`src/rtl/ddr_rd_cmd_fifo.sv`:
```
// Outstanding AR command queue for the read checker.
// First-word-fall-through: dout always shows the head entry.
module ddr_rd_cmd_fifo #(
  parameter int DEPTH = 4,
  parameter int WIDTH = 40
) (
  input  logic             clk,
  input  logic             rstn,
  input  logic             push,
  input  logic             pop,
  input  logic [WIDTH-1:0] din,
  output logic [WIDTH-1:0] dout,
  output logic             full,
  output logic             empty
);

  localparam int AW = $clog2(DEPTH);
  localparam logic [AW:0] FULL_CNT = (AW+1)'(DEPTH);

  logic [WIDTH-1:0] r_mem [DEPTH];
  logic [AW-1:0]    r_wr;
  logic [AW-1:0]    r_rd;
  logic [AW:0]      r_cnt;

  logic w_push;
  logic w_pop;

  assign full  = (r_cnt == FULL_CNT);
  assign empty = (r_cnt == '0);
  assign dout  = r_mem[r_rd];

  // a pop frees the head slot, so a full queue can still take a push
  assign w_pop  = pop & ~empty;
  assign w_push = push & (~full | w_pop);

  always_ff @(posedge clk or negedge rstn) begin
    if (!rstn) begin
      for (int i = 0; i < DEPTH; i++) r_mem[i] <= '0;
    end else if (w_push) begin
      r_mem[r_wr] <= din;
    end
  end

  always_ff @(posedge clk or negedge rstn) begin
    if (!rstn) begin
      r_wr  <= '0;
      r_rd  <= '0;
      r_cnt <= '0;
    end else begin
      if (w_push) r_wr <= r_wr + 1'b1;
      if (w_pop)  r_rd <= r_rd + 1'b1;
      case ({w_push, w_pop})
        2'b10:   r_cnt <= r_cnt + 1'b1;
        2'b01:   r_cnt <= r_cnt - 1'b1;
        default: r_cnt <= r_cnt;
      endcase
    end
  end

endmodule

```
`config.mk`:
```
export PLATFORM = sky130hd
export DESIGN_NAME = ddr_rd_cmd_fifo
export DESIGN_NICKNAME = d
export VERILOG_FILES = /design/src/rtl/ddr_rd_cmd_fifo.sv
export SDC_FILE = /design/constraint.sdc
export NUM_CORES = 1
export LEC_CHECK = 0
export ABC_CLOCK_PERIOD_IN_PS = 2600
export CORE_MARGIN = 1
export CORE_UTILIZATION = 56
export DETAILED_ROUTE_END_ITERATION = 8
export GPL_ROUTABILITY_DRIVEN = 0
export PLACE_DENSITY_LB_ADDON = 0.15
export SLEW_MARGIN = 0
export SYNTH_ARGS = -nofsm -noshare
export SYNTH_HDL_FRONTEND = slang
export SYNTH_SLANG_ARGS = --single-unit
```
`constraint.sdc`:
```
create_clock -name clk -period 2.6 [get_ports clk]
set_clock_uncertainty 0.1 [all_clocks]
set_input_delay 0.39 -clock clk [delete_from_list [all_inputs] [get_ports clk]]
set_output_delay 0.39 -clock clk [all_outputs]
set_load 0.01 [all_outputs]
```
==> summary.md <==
| Metric | Value |
|---|---|
| Pin count of the biggest net entering global routing | between 60 and 70 |
| Commonest cells after routing, fill and taps aside | dfrtp_1 (165), mux2_2 (161), clkdlybuf4s50_1 (44) |
| FF-to-FF path depth | 8 |
| Die Ht | about 120 um |
| Grt total ovfl | 0 |
| Synth Area in XOR/XNOR | less than 1% |
| Clk pwr share | between 10% and 20% |
| # port buffers | 85 |
| Post-detailed-route DRC marker count | 0 |
| CP Launch Type | flop |
| Vias in the first global route | 4482 |
| Reg power frac | 37.2% |
| Post-route ant nets | 0 |
| Main combinational cell family by area after synthesis | multiplexers |
| Setup TNS | 0 ns |
| Sw Share | just under 30% |
| Initial antenna violation count | 0 |
| Core area | approximately 13000 sq um |
| RSZ-0062 raised after global routing | false |
| Post-Syn Nets | 477 |
| Die area | between 10000 and 15000 sq um |
| Post-synthesis compound-gate area fraction | less than 1% |
| Drt pass-1 iters | 4 |
| Clock Tree Buf Depth | 2 |
| Starting DRC count in detailed routing | 160 |
| Peak VDD IR | 0.759 mV |
| Max incr delay on CP | 0.50 ns |
| Clock Tree Root | clkbuf_16 |
| Critical path type | reg -> out |
| Tot GR Track Use | about a quarter |
| Slew headroom | around 61% |
| Synth unique cells | 20 |
| Setup violations, final | 0 |
| # rows | 41 |
| Clk_lat worst skew | 0.42 ns |
| NumNets Final | between 500 and 600 |
| Mapped cell area | approximately 7400 sq um |
| TritonCTS Sinks | between 150 and 200 |
| Tmin final | ~2.4 ns |
| Gate Count Post-Synth | ~430 |
| Tcrit/Tclk final | ~94% |
| Layout cell share with drive strength beyond 1 | ~48% |
| Worst Tran Pin Value | about 0.58 ns |
| Initial Util | 57.9% |
| Max Cap Viol | 0 |
| CP required | approximately 2.1 ns |
| Vias | 4053 |
| Total stage count of the critical path | 4 |
| CP top delay family | buffers and inverters |
| Fillers | ~860 |
| Internal power | about 0.0088 W |
| Crit end category | output pin |
| Final Hold Viols | 0 |
| Lkg Pwr | slightly below 4 nW |
| Number of diodes | 0 |
| Ys Warns | 0 |
| Achievable Freq | between 400 and 500 MHz |
| Crit-path cells | buf_4 > buf_16 > mux4_2 > dlygate4sd2_1 |
| Proportion of synthesized area in mux cells | a little under two fifths |
| First-pass GRT wire length | roughly 23000 um |
| Synth Register Bits | around 170 |
| Via density | approximately 5.7 |
| Final WL | about 14000 um |
| Commonest non-fill, non-tap cell in the layout | dfrtp_1 |
| HP Class | reg -> reg |
| Die X | 117 um |
| Synth-to-Final Area Change | 24.1% |
| Critical path buffer and inverter count | 3 |
| Post-Synth Simple-Gate Area | roughly 1.1% |
| CTS tree | done |
| Crit path max-delay cell type | mux4_2 |
| Clock-pin slew on the worst setup and hold paths | 0.06 ns |
| Synth Area in Adders | ~1.1% |
| Placed Instance Area | approximately 8500 sq um |
| Avg WL per Cell | 19.5 um |
| Pwr dens | ~1400 nW/um^2 |
| # IOs | 86 |
| Detailed Place HPWL | 8880 um |
| Layout Utilization | between 70% and 80% |
| Pwr Total | about 0.013 W |
| CTS H-Tree Depth | 4 |
| Worst EP arrival | 1.95 ns |
| Num CTS Buffers | 17 |
| Syn Area/Cell | about 17 sq um |
| NetSw | around 0.0037 W |
| Outcome | completed |
| Max-slew violation count | 0 |
| Design Area, Final | approximately 9000 sq um |
| Seq/Total Area, Yosys | between 50 and 60% |
| Hold path cells | 1 |
| Crit Path Max Fanout | 12 |
| Logic pwr share | a little over two fifths |
==> cell families after synthesis <==
logic type,after synthesis
mux,202
flops,167
buf+inv,31
simple gates,14
xor+xnor,6
fa+ha+maj,6
compound gates,1
==> area by class of cell <==
type | instances | area [sq um] | share of cell area (%)
timing repair buffer | 108 | 1180 | 13.0
clock inverter | 10 | 103 | 1.12
multi-input combinational | 229 | 2980 | 32.6
inverter | 5 | 18.8 | 0.205
tap | 172 | 215 | 2.35
sequential | 167 | 4180 | 45.7
clock buffer | 22 | 464 | 5.08
==> power by group through the flow <==
stage	sequential [W]	clock [W]	combinational [W]
final	0.00465	0.00240	0.00545
after detailed placement	0.00469	0	0.00582
after global placement	0.00456	0	0.00570
after floorplan	0.00442	0	0.00376
after CTS	0.00465	0.00246	0.00555
after global routing	0.00482	0.00256	0.00587
==> cell usage after synthesis, drive strengths merged <==
library cell,instances,area [sq um]
inv,5,18.8
mux2,161,1810
buf,25,220
nor2,5,18.8
xor2,3,26.3
fa,1,20.0
mux4,40,901
dfrtp,167,4180
o31a,1,8.76
ha,5,62.6
mux2i,1,10.0
clkbuf,1,3.75
nand2,5,18.8
and3,1,6.26
xnor2,3,26.3
nor4b,1,23.8
nand2b,1,6.26
nor3,1,5.00
==> worst reg2reg max path, delay by kind of cell (launching register included) <==
kind / cells / cell delay [ns]
simple gates: 3 / 0.59
buf+inv: 1 / 0.06
flops: 1 / 0.43
fa+ha+maj: 2 / 0.56
xor+xnor: 2 / 0.32
==> path summary, 6_finish.rpt <==
path | startpoint | endpoint | slack, ns
max in group asynchronous | rstn | r_mem[120]$_DFFE_PN0P_ | 1.27
hold reg to reg | r_mem[78]$_DFFE_PN0P_ | r_mem[78]$_DFFE_PN0P_ | 0.40
setup / recovery | r_rd[0]$_DFFE_PN0P_ | dout[11] | 0.16
hold / removal | r_mem[78]$_DFFE_PN0P_ | r_mem[78]$_DFFE_PN0P_ | 0.40
min in group asynchronous | rstn | r_mem[44]$_DFFE_PN0P_ | 0.42
setup reg to reg | r_cnt[1]$_DFFE_PN0P_ | r_cnt[2]$_DFFE_PN0P_ | 0.47
==> stage by stage <==
step           hold slack, ns  setup slack [ns]  cells
2_1_floorplan        -0.00559             0.485    427
3_3_place_gp            0.303             0.177    676
3_5_place_dp            0.317             0.109    676
4_1_cts                 0.403             0.126    713
5_1_grt                 0.416            0.0684    713
6_report                0.401             0.156    713
==> routing by layer <==
layer	up-vias	GRT usage [%]	wire length (um)
met5	-	0	0
met1	2167	28.5	5740
met3	12	6.95	686
li1	1789	-	-
met4	0	9.54	199
met2	85	39.0	7280
==> sequential cells by signal, indices dropped and copies added, names as in the netlist <==
register and flops:
r_rd 2, r_wr 2, r_cnt 3, r_mem 160
==> repair_timing <==
action,4_1_cts,5_1_grt
hold buffers,1,0
endpoints found under the hold margin,58,0
gates resized for setup,41,0
setup endpoints to repair,30,0
buffers inserted,2,0
(Power assumes the default switching activity.)
